`config.mk`:
```
export PLATFORM = sky130hd
export DESIGN_NAME = bin_to_bcd_seq
export DESIGN_NICKNAME = d
export VERILOG_FILES = /design/src/rtl/alu_bcd_pkg.sv /design/src/rtl/bcd_digit_adj.sv /design/src/rtl/bin_to_bcd_seq.sv
export SDC_FILE = /design/constraint.sdc
export NUM_CORES = 1
export LEC_CHECK = 0
export CAP_MARGIN = 0
export CORE_MARGIN = 2
export CORE_UTILIZATION = 40
export DETAILED_ROUTE_END_ITERATION = 16
export PLACE_DENSITY_LB_ADDON = 0.1
export SYNTH_ARGS = -nofsm -noshare
export SYNTH_HDL_FRONTEND = slang
export SYNTH_HIERARCHICAL = 1
export SYNTH_SLANG_ARGS = --single-unit
```
`constraint.sdc`:
```
create_clock -name clk -period 2.05 [get_ports clk]
set_clock_uncertainty 0.1 [all_clocks]
set_input_delay 0.615 -clock clk [delete_from_list [all_inputs] [get_ports clk]]
set_output_delay 0.615 -clock clk [all_outputs]
set_load 0.01 [all_outputs]
```
`src/rtl/alu_bcd_pkg.sv`:
```
// Shared types and constants for the sequential binary-to-BCD converter.
package alu_bcd_pkg;

    typedef enum logic [1:0] {IDLE, SHIFT, DONE} bcd_state_t;

    localparam int         BCD_DIGIT_W    = 4;
    localparam logic [3:0] BCD_ADJ_THRESH = 4'd5;
    localparam logic [3:0] BCD_ADJ_ADD    = 4'd3;

endpackage

```
`src/rtl/bcd_digit_adj.sv`:
```
// Double-dabble digit correction: a digit of 5..9 gets +3 so the next left
// shift carries into the neighbouring digit instead of producing a code > 9.
module bcd_digit_adj
    import alu_bcd_pkg::*;
(
    input  logic [BCD_DIGIT_W-1:0] dig_i,
    output logic [BCD_DIGIT_W-1:0] dig_o
);

    always_comb begin
        dig_o = dig_i;
        if (dig_i >= BCD_ADJ_THRESH) begin
            dig_o = dig_i + BCD_ADJ_ADD;
        end
    end

endmodule

```
`src/rtl/bin_to_bcd_seq.sv`:
```
// Sequential binary-to-BCD converter (double dabble, one bit per clock) with
// optional signed input, overflow flag and valid/ready on both sides.
module bin_to_bcd_seq
    import alu_bcd_pkg::*;
#(
    parameter int WIDTH  = 5,
    parameter int DIGITS = 2,
    parameter int SIGNED = 0
) (
    input  logic                          clk,
    input  logic                          rst_n,
    input  logic                          in_valid,
    output logic                          in_ready,
    input  logic [WIDTH-1:0]              in_data,
    output logic                          out_valid,
    input  logic                          out_ready,
    output logic [BCD_DIGIT_W*DIGITS-1:0] out_bcd,
    output logic                          out_neg,
    output logic                          out_ovf,
    output logic                          busy
);

    localparam int BW = BCD_DIGIT_W * DIGITS;
    localparam int CW = $clog2(WIDTH + 1);

    bcd_state_t        state_q, state_d;
    logic [CW-1:0]     cnt_q, cnt_d;
    logic [WIDTH-1:0]  mag_q, mag_d;
    logic [BW-1:0]     bcd_q, bcd_d;
    logic              neg_q, neg_d;
    logic              ovf_q, ovf_d;
    logic [BW-1:0]     bcd_adj;
    logic              in_is_neg;

    for (genvar g = 0; g < DIGITS; g++) begin : g_adj
        bcd_digit_adj u_adj (
            .dig_i (bcd_q[g*BCD_DIGIT_W +: BCD_DIGIT_W]),
            .dig_o (bcd_adj[g*BCD_DIGIT_W +: BCD_DIGIT_W])
        );
    end

    assign in_is_neg = (SIGNED != 0) && in_data[WIDTH-1];

    always_comb begin
        state_d = state_q;
        cnt_d   = cnt_q;
        mag_d   = mag_q;
        bcd_d   = bcd_q;
        neg_d   = neg_q;
        ovf_d   = ovf_q;
        case (state_q)
            IDLE: begin
                if (in_valid) begin
                    // Negating the most negative value wraps to 2^(WIDTH-1),
                    // which is exactly the wanted unsigned magnitude.
                    mag_d   = in_is_neg ? WIDTH'(-in_data) : in_data;
                    neg_d   = in_is_neg;
                    bcd_d   = '0;
                    ovf_d   = 1'b0;
                    cnt_d   = CW'(WIDTH);
                    state_d = SHIFT;
                end
            end
            SHIFT: begin
                bcd_d = {bcd_adj[BW-2:0], mag_q[WIDTH-1]};
                mag_d = {mag_q[WIDTH-2:0], 1'b0};
                ovf_d = ovf_q | bcd_adj[BW-1];
                cnt_d = cnt_q - 1'b1;
                if (cnt_q == CW'(1)) begin
                    state_d = DONE;
                end
            end
            DONE: begin
                if (out_ready) begin
                    state_d = IDLE;
                end
            end
            default: state_d = IDLE;
        endcase
    end

    always_ff @(posedge clk or negedge rst_n) begin
        if (!rst_n) begin
            state_q <= IDLE;
            cnt_q   <= '0;
            mag_q   <= '0;
            bcd_q   <= '0;
            neg_q   <= 1'b0;
            ovf_q   <= 1'b0;
        end else begin
            state_q <= state_d;
            cnt_q   <= cnt_d;
            mag_q   <= mag_d;
            bcd_q   <= bcd_d;
            neg_q   <= neg_d;
            ovf_q   <= ovf_d;
        end
    end

    assign in_ready  = (state_q == IDLE);
    assign busy      = (state_q == SHIFT);
    assign out_valid = (state_q == DONE);
    assign out_bcd   = bcd_q;
    assign out_neg   = neg_q;
    assign out_ovf   = ovf_q;

endmodule

```
Yosys cells after proc, flatten, opt, wreduce, memory -nomap -nowiden:

Cells that the tools add are included.

* input bits: 9
* bits in registers: 19
* logic and storage cells: 35
* output and inout port bits: 13

* eq/ne operators: 6
* magnitude comparators: 2
* add/subtract/negate cells: 3
* bitwise operators: 1
* muxes and demuxes: 14
* reductions and logical operators: 4

Operator list (count)
* one-hot mux 8 bit (2 select lines): 1
* one-hot mux 5 bit (2 select lines): 1
* adder 4 x 2 -> 4 bit (second input constant): 2
* greater-or-equal comparator 4 x 3 -> 1 bit (second input constant): 2
* 2-to-1 mux 4 bit: 2
* 2-to-1 mux 8 bit: 1
* 2-to-1 mux 2 bit: 3
* one-hot mux 2 bit (3 select lines): 1
* one-hot mux 3 bit (2 select lines): 1
* 2-to-1 mux 5 bit: 1
* != test 2 x 1 -> 1 bit (second input constant): 2
* equality test 3 x 1 -> 1 bit (second input constant): 1
* 2-to-1 mux 3 bit: 1
* AND reduction 3 bit: 1
* subtractor 3 x 1 -> 3 bit (second input constant): 1
* equality test 2 x 1 -> 1 bit (second input constant): 1
* equality test 2 bit (second input constant): 1
* zero test 2 bit: 1
* != test 2 bit (second input constant): 1
* one-hot mux 1 bit (2 select lines): 1
* AND reduction 2 bit: 1
* nonzero test 2 bit: 1
* 2-to-1 mux 1 bit: 1
* bitwise OR 1 bit: 1

Logic depth before layout (Yosys ltp):

Gate-level depths: netlist of run 1.

* word-level depth: 4
* mapped depth: 7
* gate-level depth less buffers: 7

Hierarchy:

The synthesis of run 1 kept the hierarchy.

By module, submodules not included
* bin_to_bcd_seq: sequential area each 475.5 um^2, cells each 74, times used 1, area an instance 825.8 um^2
* bcd_digit_adj: sequential area each 0.0 um^2, cells each 16, times used 2, area an instance 101.3 um^2

Least setup slack after synthesis of run 1:

No wires, ideal clock.

* path kind: register -> register
* start point: register bcd_q[0] (netlist: out_bcd[0])
* end point: register bcd_q[2] (netlist: out_bcd[2])
* arrival: 1.269 ns
* stages on the path, launching flop included: 6
* buffers on the path: 0
* period minus slack after synthesis: 1.490 ns
* slack: 0.560 ns
* library setup time: 0.121 ns
* data required time: 1.829 ns
* path through: dfrtp_1 -> ha_1 -> nand2b_1 -> a21oi_2 -> mux2i_1 -> a22o_1

* cells in the longest elaborated chain, start to end: 3
* elaborated cells on any way between the ends: 4
* classes of those cells: add/sub (1); order compare (1); mux (2)

RTL lines
* from (decl): RTL line bin_to_bcd_seq.sv:29 `logic [BW-1:0] bcd_q, bcd_d;`
* from (signal assigned): RTL line bin_to_bcd_seq.sv:87 `bcd_q <= '0;`
* from (signal assigned): RTL line bin_to_bcd_seq.sv:94 `bcd_q <= bcd_d;`
* adder 4 x 2 -> 4 bit or greater-or-equal comparator 4 x 3 -> 1 bit (tied branches): RTL line bcd_digit_adj.sv:13, bcd_digit_adj.sv:12
* 2-to-1 mux 4 bit *: RTL line bcd_digit_adj.sv:12 `if (dig_i >= BCD_ADJ_THRESH) begin`
* named net bcd_adj[1]: RTL line bin_to_bcd_seq.sv:32 `logic [BW-1:0] bcd_adj;`
* one-hot mux 8 bit (2 select lines) *: RTL line bin_to_bcd_seq.sv:51 `case (state_q)`

Mark *: on every way through the listed nets, which the timed path passes. The rest lies on a longest branch.
A chain may end at the register's enable or synchronous reset.

Final worst setup path of run 1:

* start point: register bcd_q[1] (netlist: out_bcd[1])
* end point: output out_bcd[1]

RTL lines
* to (decl): RTL line bin_to_bcd_seq.sv:17 `output logic [BCD_DIGIT_W*DIGITS-1:0] out_bcd,`

No word-level cell between the ends.

==> results of run 1 <==
==> through the flow <==
step	area, um^2	std cells
2_1_floorplan	1028	106
3_3_place_gp	1292	160
3_5_place_dp	1292	160
4_1_cts	1371	170
5_1_grt	1390	172
6_report	1390	172
==> final cells by class <==
| cell class | instances | area [um^2] | area share |
|---|---|---|---|
| Clock buffer | 4 | 26.28 | 0.01890 |
| Sequential cell | 19 | 480.5 | 0.3456 |
| Timing Repair Buffer | 36 | 319.1 | 0.2295 |
| Tap cell | 30 | 37.54 | 0.02700 |
| Inverter | 12 | 47.55 | 0.03420 |
| Multi-Input combinational cell | 71 | 479.2 | 0.3447 |
==> flip-flops by register name, summed over array words and instances, names as in the netlist <==
signal	flops
out_ovf	1
mag_q	5
out_bcd	8
cnt_q	3
state_q	2
==> per-layer routing <==
layer  part of all wire  vias up
met4             0.0059        0
li1                   -      438
met2               0.48       18
met5                  0        -
met1               0.47      414
met3              0.040        2
==> kinds of logic after synthesis <==
logic type / Yosys count / synth area share
AO/OA/AOI/OAI: 37 / 0.2433
AND/OR/NAND/NOR: 23 / 0.1022
flip-flops: 19 / 0.4623
buffers and inverters: 16 / 0.07908
adder cells (fa/ha/maj): 6 / 0.07299
XOR/XNOR: 2 / 0.01703
multiplexers: 2 / 0.01947
other: 1 / 0.003646
==> what timing repair did <==
action | 4_1_cts | 5_1_grt
gates cloned | 0 | 0
resized for setup | 7 | 2
buffers inserted | 6 | 2
endpoints found under the setup margin | 8 | 3
==> how the worst max path moves through the flow <==
stage	startpoint	end	slack, ps	cells after the start
floorplan	out_bcd[0]	out_bcd[2]	560	5
global placement	state_q[1]	busy	130	3
detailed placement	state_q[1]	busy	90	3
CTS	out_bcd[3]	out_bcd[3]	2	1
global route	out_bcd[0]	out_bcd[0]	0.7	1
finish	out_bcd[1]	out_bcd[1]	60	1
==> power by group <==
group          internal [uW]  switching (uW)  total, uW
Clock                   75.8             117        193
Sequential               555             146        700
Combinational            689             615       1300
==> synth_stat cells, types with 2 or more instances <==
library cell	n
dfrtp_1	19
mux2i_1	2
ha_1	6
nor2_1	6
o22ai_1	8
a22o_1	8
a21oi_1	6
o21ai_0	6
nand2b_1	6
a21oi_2	2
xnor2_1	2
inv_1	11
o21ai_1	2
nand2_1	10
buf_4	3
==> results.cfg, run 1 <==
[synth]
synth-seq-area-share = 0.4623
synth_fp_nets = 121
avgSynthCellArea_um2 = 9.703
synth_top_area_cell = dfrtp_1
synth_edf_count = 0
yosys_warnings = 6
ys.flop_type = dfrtp_1
ys_ff_latch = 19
synth.area.top_cells = dfrtp_1 46%, ha_1 7.3%, a22o_1 6.8%, o22ai_1 4.9%, inv_1 4.0%
async_flop_share = 1.000
synth_top_area_share = 0.4623
netlist_area_um2 = 1028
ys_types = 24
synth_cells = 106

[detailed_routing]
avgRoutedWirePerCell_um = 12.85
ant_nets = 0
drt_first_pass_iters = 2
wl_um = 2211
drtIter0Drc = 11
route.detailed.drc = 0
num_vias = 872
viasPerCell = 5.070

[worst_setup_path]
crit_path_cell_trace = clkdlybuf4s50_1
r2r_end = out_bcd[2]
crit_fanout = 4
crit_buf_inv = 1
rrSetupSlack_ps = 430
cp_top_family = buffers and inverters
crit_path_end_kind = output port
cp.required_ps = 1330
cpPeakStageDelay_ps = 560
arrival_ps = 1270
crit_type = reg -> out
start_kind = flip-flop
worstReg2RegStart = out_bcd[1]
ff2ff_path_depth = 6
cp_slowest_cell = clkdlybuf4s50_1

[finish]
antenna_cells = 0
final_cell_mix = 16 x buf_4, 16 x clkdlybuf4s50_1, 15 x dfrtp_1, 11 x inv_1, 10 x nand2_1
fill_cells = 223
drive_above_1_share = 0.1972
utilization = 0.5663
nNetsFinal = 158
syn2layout_area_growth_pct = 35.16

[place]
port_buffers = 20
dpl_worst_slack_ps = 91.37
routabilityCongestion = 0.7207
place_hpwl_um = 1599

[die]
start_util = 0.4190
io_pins = 22
die_w_um = 54.71
chipHeight_um = 54.71
core_um2 = 2455
dieArea_um2 = 2993
rows = 18

[sta]
period_minus_slack_ps = 1988
timing.final.crit_share = 0.9696
finalHoldViolCount = 0
fin_tns_setup_ps = 0
finalSetupViolations = 0
max_freq_ghz = 0.5031
setup_ws_ps = 62.41
fin_hold_ws_ps = 403.7
slew_viol_final = 0
rsz0062_at_grt = no

[cts]
cts_sinks = 19
clock_latency_ps = 300
cts_max_level = 1
clkTransAtPathRegs_ps = 110
cts_buffers = 3
clock_path_buffers = 2
cts_tree = built
ctsRootBufferMaster = clkbuf_4
cts_hold_buffers = 0

[global_route]
grt_use_met3 = 0.04918
track_usage = 0.1713
met1_usage = 0.2147
grt_pass1_wl_um = 3588
grt_pass1_vias = 819
overflow = 0
grt_start_max_net_pins = 20
top_usage_layer = met2
met2_usage = 0.2897
antenna_found_initial = 0

[hold_path]
hold-path-endpoint = cnt_q[1]
holdCritStartpoint = cnt_q[1]
hp-class = reg -> reg
worstHoldPathCells = 2

[outcome]
outcome = finished, final reports clean

[pwr]
ir_drop_uv = 811.1
power_density_nw_per_um2 = 1581
power_uw = 2197
p_leak_uw = 0.0006752

[run]
drv_cap = 0
Note: power is estimated with default switching activity, not from simulation.
==> run 2, diff against run 1 <==
--- a/config.mk
+++ b/config.mk
@@ -6,6 +6,7 @@
 export NUM_CORES = 1
 export LEC_CHECK = 0
 export CAP_MARGIN = 0
+export CORE_ASPECT_RATIO = 1.1
 export CORE_MARGIN = 2
 export CORE_UTILIZATION = 40
 export DETAILED_ROUTE_END_ITERATION = 16
@@ -14,3 +15,4 @@
 export SYNTH_HDL_FRONTEND = slang
 export SYNTH_HIERARCHICAL = 1
 export SYNTH_SLANG_ARGS = --single-unit
+export TNS_END_PERCENT = 50
==> run 2 against run 1 <==
  * Die area about the same
  * Routed wire length decreased by 5.9%
  * Sequential power increased by 4.6%
  * Via count decreased by 1.6%
  * Maximum frequency decreased by 0.70%
  * Hold slack got worse by 10 ps
  * Worst setup slack got worse by 14 ps
  * Register-to-register slack about the same
  * Utilization decreased by 2.2 points
  * Largest cell class unchanged
  * Largest power group unchanged
==> results.cfg, run 2 (synthesis results as in run 1) <==
[outcome]
outcome = finished, final reports clean

[cts]
clock_path_buffers = 2
cts_sinks = 19
cts_hold_buffers = 0
cts_max_level = 1
cts_tree = built
clkTransAtPathRegs_ps = 110
clock_latency_ps = 300
cts_buffers = 3
ctsRootBufferMaster = clkbuf_4

[worst_setup_path]
crit_buf_inv = 1
cp_top_family = buffers and inverters
cpPeakStageDelay_ps = 560
rrSetupSlack_ps = 440
crit_cells = 1
cp_slowest_cell = clkdlybuf4s50_1
arrival_ps = 1290
ff2ff_path_depth = 7
crit_path_cell_trace = clkdlybuf4s50_1
crit_path_start = out_bcd[0]
start_kind = flip-flop
worstReg2RegStart = out_bcd[4]
crit_fanout = 6
r2r_end = out_bcd[6]
endpoint = out_bcd[0]
cp.required_ps = 1330
crit_type = reg -> out
crit_path_end_kind = output port

[finish]
drive_above_1_share = 0.1852
nNetsFinal = 151
final_cell_mix = 16 x clkdlybuf4s50_1, 12 x dfrtp_1, 11 x inv_1, 10 x nand2_1, 9 x buf_4
antenna_cells = 0
utilization = 0.5445
final_common_cell = clkdlybuf4s50_1
syn2layout_area_growth_pct = 30.90
fill_cells = 253
largest_reg_flops = 8

[global_route]
antenna_found_initial = 0
track_usage = 0.1593
grt_pass1_wl_um = 3532
grt_pass1_vias = 806
grt_start_max_net_pins = 20
overflow = 0

[sta]
max_freq_ghz = 0.4996
fin_hold_ws_ps = 393.2
finalSetupViolations = 0
rsz0062_at_grt = no
slew_viol_final = 0
finalHoldViolCount = 0
period_minus_slack_ps = 2002
fin_tns_setup_ps = 0
timing.final.crit_share = 0.9764

[die]
dieArea_um2 = 2993
chipHeight_um = 57.18
io_pins = 22
start_util = 0.4160
rows = 19
die_w_um = 52.35
core_um2 = 2472

[run]
drv_cap = 0

[detailed_routing]
drt_first_pass_iters = 4
num_vias = 858
wl_um = 2080
drtIter0Drc = 10
ant_nets = 0
route.detailed.drc = 0
viasPerCell = 5.169
avgRoutedWirePerCell_um = 12.53

[pwr]
ir_drop_uv = 989.1
power_density_nw_per_um2 = 1565
p_leak_uw = 0.0006335

[place]
place_hpwl_um = 1546
port_buffers = 20
routabilityCongestion = 0.7196

[hold_path]
hp-class = reg -> reg
[run 2: cell count changes in the layout (fill, tap and decap cells not counted), sizes merged]
cell           previous run  this run
buf                      16         9
clkdlybuf4s15             0         1
dlygate4sd2               3         2
[run 2: report_power, final]
| part | leakage [uW] | switching [uW] | internal (uW) |
|---|---|---|---|
| registers | 0.000225 | 173 | 559 |
| logic | 0.000394 | 548 | 633 |
| clock network | 0.0000150 | 119 | 75.8 |
| total | 0.000633 | 840 | 1270 |
[run 2: timing repair]
action,in CTS,in global routing
endpoints found under the hold margin,0,0
setup buffers,1,1
resized for setup,9,5
endpoints found under the setup margin,7,6
[run 2: how the worst min path moves through the flow]
stage              from       end  slack [ps]  cells past startpoint
6_report       cnt_q[1]  cnt_q[1]         390                      2
5_1_grt        cnt_q[1]  cnt_q[1]         430                      2
4_1_cts        cnt_q[1]  cnt_q[1]         400                      2
3_5_place_dp   cnt_q[1]  cnt_q[1]         370                      2
3_3_place_gp   cnt_q[1]  cnt_q[1]         370                      2
2_1_floorplan     rst_n  cnt_q[0]         220                      0
[run 2: layer usage]
| layer | global-route usage | wire, um | vias to the layer above |
|---|---|---|---|
| met5 | 0 | 0 | - |
| met4 | 0.06593 | 25 | 0 |
| met3 | 0.03141 | 86 | 4 |
| met2 | 0.2643 | 1017 | 20 |
| met1 | 0.2000 | 950 | 408 |
| li1 | - | - | 426 |
[run 2: through the flow]
step	instance area [um^2]	std cells	power, uW	worst slack, ps
3_5_place_dp	1286	160	1903	118.1
3_3_place_gp	1286	160	1876	125.5
2_1_floorplan	1028	106	1479	560.4
5_1_grt	1346	166	2314	0.6443
4_1_cts	1330	165	2119	2.445
6_report	1346	166	2107	48.32
[run 2: layout make-up]
type	instances	area [um^2]	share of cell area
Multi-Input combinational cell	71	481.7	0.3578
Clock buffer	4	26.28	0.01952
Timing Repair Buffer	29	267.8	0.1989
Inverter	12	47.55	0.03532
Sequential cell	19	484.2	0.3597
Tap cell	31	38.79	0.02881
